File: src/rtl/reset_sequencer.sv
// Sequenced reset controller: releases DOMAINS active-high resets in index order, each gated on ready.
// Optional ready timeout with sticky error reporting is enabled by defining RSTSEQ_TIMEOUT_EN.
module reset_sequencer #(
    parameter int DOMAINS        = 4,
    parameter int HOLD_CYCLES    = 32,
    parameter int GAP_CYCLES     = 16,
    parameter int TIMEOUT_CYCLES = 1024
) (
    input  logic               clk_i,
    input  logic               rst_ni,
    input  logic               req_i,
    output logic               ack_o,
    output logic [DOMAINS-1:0] rst_o,
    input  logic [DOMAINS-1:0] ready_i,
    output logic               busy_o,
    output logic               err_o,
    output logic [3:0]         err_dom_o
);

    localparam int MAX_HG  = (HOLD_CYCLES > GAP_CYCLES) ? HOLD_CYCLES : GAP_CYCLES;
    localparam int MAX_CNT = (MAX_HG > TIMEOUT_CYCLES) ? MAX_HG : TIMEOUT_CYCLES;
    localparam int CNT_W   = $clog2(MAX_CNT + 1);
    localparam int KW      = (DOMAINS > 1) ? $clog2(DOMAINS) : 1;

    localparam logic [CNT_W-1:0] HOLD_LAST = CNT_W'(HOLD_CYCLES - 1);
    localparam logic [CNT_W-1:0] GAP_LAST  = CNT_W'((GAP_CYCLES > 0) ? GAP_CYCLES - 1 : 0);
    localparam logic [KW-1:0]    K_LAST    = KW'(DOMAINS - 1);

    typedef enum logic [1:0] {
        S_HOLD,
        S_WAIT,
        S_GAP,
        S_DONE
    } state_t;

    state_t           state;
    logic [CNT_W-1:0] counter;
    logic [KW-1:0]    k;
    logic [KW-1:0]    k_next;
    logic             req_seq;
    logic             ready_k;
    logic             advance;

    assign k_next  = k + KW'(1);
    assign ready_k = ready_i[k];

`ifdef RSTSEQ_TIMEOUT_EN
    localparam logic [CNT_W-1:0] TO_LAST = CNT_W'(TIMEOUT_CYCLES - 1);

    // A timeout only fires when ready is absent; ready on the same edge wins.
    logic timeout_hit;
    assign timeout_hit = (counter == TO_LAST) && !ready_k;
    assign advance     = ready_k || timeout_hit;
`else
    assign advance     = ready_k;
    assign err_o       = 1'b0;
    assign err_dom_o   = 4'd0;
`endif

    // req_seq remembers that the running sequence came from a request, so power-on never acks.
    always_ff @(posedge clk_i or negedge rst_ni) begin
        if (!rst_ni) begin
            state     <= S_HOLD;
            counter   <= '0;
            k         <= '0;
            rst_o     <= '1;
            busy_o    <= 1'b1;
            ack_o     <= 1'b0;
            req_seq   <= 1'b0;
`ifdef RSTSEQ_TIMEOUT_EN
            err_o     <= 1'b0;
            err_dom_o <= 4'd0;
`endif
        end else begin
            case (state)
                S_HOLD: begin
                    if (counter == HOLD_LAST) begin
                        rst_o[0] <= 1'b0;
                        k        <= '0;
                        counter  <= '0;
                        state    <= S_WAIT;
                    end else begin
                        counter <= counter + CNT_W'(1);
                    end
                end
                S_WAIT: begin
`ifdef RSTSEQ_TIMEOUT_EN
                    if (timeout_hit) begin
                        err_o <= 1'b1;
                        if (!err_o) err_dom_o <= 4'(k);
                    end
`endif
                    if (advance) begin
                        counter <= '0;
                        if (k == K_LAST) begin
                            state   <= S_DONE;
                            busy_o  <= 1'b0;
                            ack_o   <= req_seq;
                            req_seq <= 1'b0;
                        end else if (GAP_CYCLES == 0) begin
                            rst_o[k_next] <= 1'b0;
                            k             <= k_next;
                        end else begin
                            state <= S_GAP;
                        end
                    end else begin
`ifdef RSTSEQ_TIMEOUT_EN
                        counter <= counter + CNT_W'(1);
`endif
                    end
                end
                S_GAP: begin
                    if (counter == GAP_LAST) begin
                        rst_o[k_next] <= 1'b0;
                        k             <= k_next;
                        counter       <= '0;
                        state         <= S_WAIT;
                    end else begin
                        counter <= counter + CNT_W'(1);
                    end
                end
                S_DONE: begin
                    if (ack_o) begin
                        if (!req_i) ack_o <= 1'b0;
                    end else if (req_i) begin
                        rst_o     <= '1;
                        busy_o    <= 1'b1;
                        k         <= '0;
                        counter   <= '0;
                        req_seq   <= 1'b1;
                        state     <= S_HOLD;
`ifdef RSTSEQ_TIMEOUT_EN
                        err_o     <= 1'b0;
                        err_dom_o <= 4'd0;
`endif
                    end
                end
                default: state <= S_HOLD;
            endcase
        end
    end

endmodule

File: config.mk
export PLATFORM = sky130hd
export DESIGN_NAME = reset_sequencer
export DESIGN_NICKNAME = d
export VERILOG_FILES = /design/src/rtl/reset_sequencer.sv
export SDC_FILE = /design/constraint.sdc
export NUM_CORES = 1
export LEC_CHECK = 0
export CAP_MARGIN = 20
export CORE_ASPECT_RATIO = 1.4
export CORE_UTILIZATION = 50
export CTS_BUF_LIST = sky130_fd_sc_hd__clkbuf_8
export DETAILED_ROUTE_END_ITERATION = 16
export PLACE_DENSITY = 0.8
export SYNTH_ARGS = -nofsm -noshare
export SYNTH_HDL_FRONTEND = slang
export SYNTH_SLANG_ARGS = --single-unit
File: constraint.sdc
create_clock -name clk_i -period 1.59 [get_ports clk_i]
set_input_delay 0.318 -clock clk_i [delete_from_list [all_inputs] [get_ports clk_i]]
set_output_delay 0.318 -clock clk_i [all_outputs]
set_load 0.005 [all_outputs]
==> metrics.md <==
| Metric | Value |
|---|---|
| Status | finished, violations left |
| Violated checks | negative setup slack |
| Power Total | 3.04 mW |
| Yosys warnings | 0 |
| Hold WC Path Type | primary input to async pin |
| Total clock sinks | 22 |
| Cts-stage hold buffer count | 0 |
| CTS tree | yes |
| Maximum clock rate | approximately 0.60 GHz |
| Final Max Slew Viols | 0 |
| Setup Skew | about 0.0017 ns |
| Fin cells | 214 |
| Die area | between 2000 and 3000 sq um |
| Fin crit period | ~1.7 ns |
| Total of max-cap violations | 0 |
| Ports | 18 |
| First-pass GRT wire length | approximately 5.6 mm |
| Cell area after layout | approximately 1800 sq um |
| Power Density | between 1500 and 2000 nW/um^2 |
| Routability cong. | 0.806 |
| Async set-reset flop share out of synthesis | 1.00 |
| Cells after Synth | 136 |
| Syn avg cell area | a little under 10 sq um |
| Placed cell areas | approximately 1700 sq um |
| Endpoints failing setup | 11 |
| DRC | 0 |
| Diodes inserted | 0 |
| Final WS setup | -0.0639 ns |
| Antenna violations before repair | 0 |
| CTS Buf Count | 3 |
| Yosys reg bits | 22 |
| Share of layout cells above drive strength 1 | 0.378 |
| NetSw | about 1.2 mW |
| Startpoint types | register |
| Req. time, crit path | 1.77 ns |
| Footprint of the multi-input gates | 788 sq um |
| Vias per Instance | around 5.9 |
| DPL Wire Length | roughly 2.3 mm |
| Maximum fanout along the worst path | 6 |
| Combinational group share of total power | 0.568 |
| Detailed Route WL | between 3 and 4 mm |
| Remaining antenna violation count | 0 |
| Clk root buf | clkbuf_8 |
| Nets@finish | slightly below 200 |
| Largest net degree at the start of global routing | 23 |
| Total grt overflow | 0 |
| Filler cells | 154 |
| Initial Util | 0.541 |
| DR WL/cell | roughly 17 um |
| Place WS | -0.491 ns |
| Site row count | 21 |
| Cell internal pwr | ~1.8 mW |
| Sequential cell area | between 500 and 600 sq um |
| Register area share after synthesis | 0.421 |
| Ys flop type | dfrtp_1 |
| Crit. End Element | register |
| Pre-Repair DR Iteration Count | 4 |
| Vias in the first global route | roughly 1,300 |
| Sequential power share | 0.311 |
| Vias | roughly 1,300 |
| Crit path kind | register to register |
| Setup TNS Final | -0.365 ns |
| Mapped cell area | between 1000 and 1500 sq um |
| EDFF count, synth | 0 |
| I/O Buffers | 12 |
| Commonest non-fill, non-tap cell in the layout | buf_4 |
| Gr usage total | 0.268 |
| Worst EP arrival | 1.83 ns |
| Leading cell types in the layout, fill and taps excluded | buf_4, dfrtp_1, nand2_1 |
| Clock Path Buffers | 2 |
| Hold slack final | 0.396 ns |
| CTS H-tree depth | 1 |
| Final Cycle Share | 1.04 |
| DRT iter0 DRCs | 32 |
| Chip width | roughly 45 um |
| Clock latency on the worst-skew pair | 0.26 ns |
| Area Growth Syn to Fin | 38.8% |
| Worst IR Drop VDD | 1.28 mV |
| Final hold viol count | 0 |
| Clock-pin slew on the worst setup and hold paths | 0.09 ns |
| Clk pwr share | 0.121 |
| RSZ-0062 raised after global routing | yes |
| Yosys cell types | 39 |
| Height of the chip | between 60 and 70 um |
| Net Sw Frac | 0.394 |
| Dpl cells | roughly 200 |
| Finished Core Util | 0.751 |
| Pleak | roughly 0.85 nW |
| CORE AREA | between 2000 and 2500 sq um |
-- state kept, by name (all words and copies together), names as in the netlist --
| register | cells |
|---|---|
| ack_o | 1 |
| busy_o | 1 |
| counter | 11 |
| k | 2 |
| req_seq | 1 |
| rst_o | 4 |
| state | 2 |
-- layout make-up --
class	instances	area share
clock buffers	3	0.0225
clock inverters	1	0.00205
inverters	10	0.0205
multi-input cells	100	0.430
flip-flops and latches	22	0.304
well taps	34	0.0232
repair buffers	44	0.198
-- synthesized netlist by cell type (2+ instances only) --
cell type  instances  area, sq um
buf_4              5         37.5
ha_1               5         62.6
buf_6              2         22.5
nor4_1             4         25.0
nand3_1            6         30.0
inv_1             10         37.5
nand2b_1           2         12.5
a21o_1             9         67.6
o21ai_2            7         61.3
and3b_1            2         17.5
nor2_1            10         37.5
o2bb2ai_2          2         30.0
a21oi_1            4         20.0
nor3_1             2         10.0
nand2_1           12         45.0
and3_1             2         12.5
dfrtp_1           17          425
nor3b_1            2         15.0
o21ai_0            7         35.0
dfstp_2            5          131
buf_2              2         10.0
nand4b_1           2         17.5
-- worst paths after layout --
check / startpoint / endpoint / slack [ns] / cells after the start
hold reg to reg: rst_o[0] / rst_o[0] / 0.50 / 2
setup / recovery: k[0] / counter[0] / -0.06 / 3
hold / removal: rst_ni / counter[5] / 0.40 / 2
max in group asynchronous: rst_ni / rst_o[0] / 0.91 / 2
min in group clk_i: rst_o[0] / rst_o[0] / 0.50 / 2
setup reg to reg: k[0] / counter[0] / -0.06 / 3
-- metal layers --
layer / vias up / global-route usage / routed length, um
met5: - / 0 / 0
met4: 0 / 0.129 / 147
met3: 22 / 0.0347 / 151
met2: 54 / 0.459 / 1940
met1: 632 / 0.310 / 1410
li1: 563 / - / -
-- logic make-up (layout without fill, tap and decap cells) --
kind of cell	after synthesis	count (layout)	synth area share
adder cells (fa/ha/maj)	5	5	0.0473
other	1	5	0.00284
multiplexers	2	2	0.0246
flip-flops	22	22	0.421
AND/OR/NAND/NOR	48	48	0.197
XOR/XNOR	1	1	0.00663
AO/OA/AOI/OAI	38	39	0.219
buffers and inverters	19	58	0.0814
-- what timing repair did --
| item | 4_1_cts | 5_1_grt |
|---|---|---|
| gates cloned | 1 | 0 |
| setup buffers | 4 | 1 |
| pin swaps | 2 | 4 |
| gates resized for setup | 17 | 9 |
| endpoints found under the setup margin | 17 | 19 |
-- power groups by stage --
stage / sequential (mW) / combinational [mW] / clock (mW)
detailed placement: 0.941 / 1.46 / 0
global route: 0.964 / 1.85 / 0.395
global placement: 0.924 / 1.37 / 0
CTS: 0.932 / 1.60 / 0.363
finish: 0.944 / 1.72 / 0.368
floorplan: 0.959 / 0.793 / 0
-- critical path, cell delays in order, from the launching register on --
cell and delay (ns):
dfrtp_1 0.38, mux4_2 0.58, a211o_4 0.41, mux2i_2 0.20
No activity file was read; power rests on OpenSTA's default activity.
==> edit, RTL diff (same flow settings) <==
Encoding of `state_t`: now one-hot (4 bits for 4 states).
--- a/src/rtl/reset_sequencer.sv
+++ b/src/rtl/reset_sequencer.sv
@@ -26,11 +26,11 @@
     localparam logic [CNT_W-1:0] GAP_LAST  = CNT_W'((GAP_CYCLES > 0) ? GAP_CYCLES - 1 : 0);
     localparam logic [KW-1:0]    K_LAST    = KW'(DOMAINS - 1);
 
-    typedef enum logic [1:0] {
-        S_HOLD,
-        S_WAIT,
-        S_GAP,
-        S_DONE
+    typedef enum logic [3:0] {
+        S_HOLD = 4'b0001,
+        S_WAIT = 4'b0010,
+        S_GAP  = 4'b0100,
+        S_DONE = 4'b1000
     } state_t;
 
     state_t           state;
Check against the original RTL: no difference found for any inputs over 10 cycles, from zero or initial values and one cycle with rst_ni low; not proved beyond that.
==> edit against the unedited design <==
  * Via count rose by 13%
  * First-iteration DRC count up 69%
  * Area after synthesis grew 16%
  * Cell area grew 21%
  * Count of clock-buffer cells in the layout is 1 higher
  * Core utilization grew 2.0 points
  * Fmax down 4.9%
  * Critical endpoint is now counter[4]
  * Sequential cell count grew 2
  * The run still ends with setup timing left
  * Wire length rose by 19%
  * Setup slack worse by 0.085 ns
  * Clock skew up 0.0026 ns
  * Non-clock buffer count increased by 14
Power is left out: it rests on default switching activity, and per cell area and clock period it moved more than threefold.
==> edit: results (changes against the unedited design) <==
Met3 track demand over resource: 0.04730 (was 0.03468)
Endpoint of the worst register-to-register path: counter[4] (was counter[0])
Worst setup timing slack at the placement stage: -0.4214 ns (was -0.4911 ns)
Via count: 1430 (was 1271)
Invs w/o clock: 4 (was 10)
End point of the critical path: counter[4] (was counter[0])
Cell count after placement: 230 (was 204)
Number of gates resized after cts: 33 (was 17)
Number of setup buffers added after CTS: 9 (was 4)
Run status: finished, violations left (unchanged)
Filler cell count: 179 (was 154)
Met2 global-route usage: 0.5538 (was 0.4589)
Buffers, non-clock: 58 (was 44)
Final-layout clock buffer total: 4 (was 3)
Largest registers: counter (11), rst_o (4), state (4) (was counter (11), rst_o (4))
Final #Nets: 220 (was 193)
Layout cells sized above 1: 0.4638 (was 0.3778)
Detail Route met3 WL: 201 um (was 151 um)
Multi-input gate share of total cell area: 0.4535 (was 0.4297)
Delay of the slowest critical-path stage: 0.44 ns (was 0.58 ns)
Later-pin clock latency in the skew report: 0.28 ns (was 0.26 ns)
Final worst slack: -0.1487 ns (was -0.06395 ns)
Cell Area, Synth: 1529 sq um (was 1321 sq um)
Sequential share of cell area: 0.2752 (was 0.3035)
Total half-perimeter wirelength after legalization and detailed placement: 2764 um (was 2300 um)
Worst hold slack: 0.3869 ns (was 0.3955 ns)
Final Instance Count excl. Fillers: 244 (was 214)
Routed wire length on met2: 2390 um (was 1942 um)
Routed wire length per instance: 17.85 um (was 17.07 um)
Tot GR Track Use: 0.2942 (was 0.2678)
Path depth of the worst reg2reg path: 6 (was 3)
Via count of the first global-routing pass: 1479 (was 1263)
Violated checks: setup timing (unchanged)
Avg Synthesized Cell Area: 9.993 sq um (was 9.715 sq um)
Data arrival at the endpoint of the critical path: 1.90 ns (was 1.83 ns)
Setup violation total in the final timing report: 22 (was 11)
DRT met1 WL: 1602 um (was 1412 um)
Family of cells with the greatest summed delay on the critical path: simple AND/OR/NAND/NOR gates (was multiplexers)
TNS Setup: -1.555 ns (was -0.3651 ns)
DRC violation total after the first TritonRoute iteration: 54 (was 32)
Most numerous cell types in the synthesized netlist: 18 x sky130_fd_sc_hd__dfrtp_1, 14 x sky130_fd_sc_hd__nand2_1, 10 x sky130_fd_sc_hd__nand3_1, 8 x sky130_fd_sc_hd__nor2_1, 7 x sky130_fd_sc_hd__o21ai_0 (was 17 x sky130_fd_sc_hd__dfrtp_1, 12 x sky130_fd_sc_hd__nand2_1, 10 x sky130_fd_sc_hd__inv_1, 10 x sky130_fd_sc_hd__nor2_1, 9 x sky130_fd_sc_hd__a21o_1)
## edit: cell count changes after synthesis, moves of 3 or more
| cell | unedited run | this run |
|---|---|---|
| sky130_fd_sc_hd__nor4_1 | 4 | 0 |
| sky130_fd_sc_hd__a21o_1 | 9 | 5 |
| sky130_fd_sc_hd__inv_1 | 10 | 4 |
| sky130_fd_sc_hd__o21ai_2 | 7 | 0 |
| sky130_fd_sc_hd__o21a_1 | 0 | 3 |
| sky130_fd_sc_hd__nand3_1 | 6 | 10 |
| sky130_fd_sc_hd__o31ai_1 | 1 | 5 |
## edit: logic make-up (layout without fill, tap and decap cells)
kind of cell / after synthesis / count (layout) / share of synthesized area
AND/OR/NAND/NOR: 65 / 65 / 0.2921
AO/OA/AOI/OAI: 39 / 39 / 0.1776
flip-flops: 24 / 24 / 0.3977
buffers and inverters: 16 / 66 / 0.06300
adder cells (fa/ha/maj): 5 / 5 / 0.04092
XOR/XNOR: 2 / 2 / 0.01146
other: 1 / 5 / 0.002453
multiplexers: 1 / 1 / 0.01473
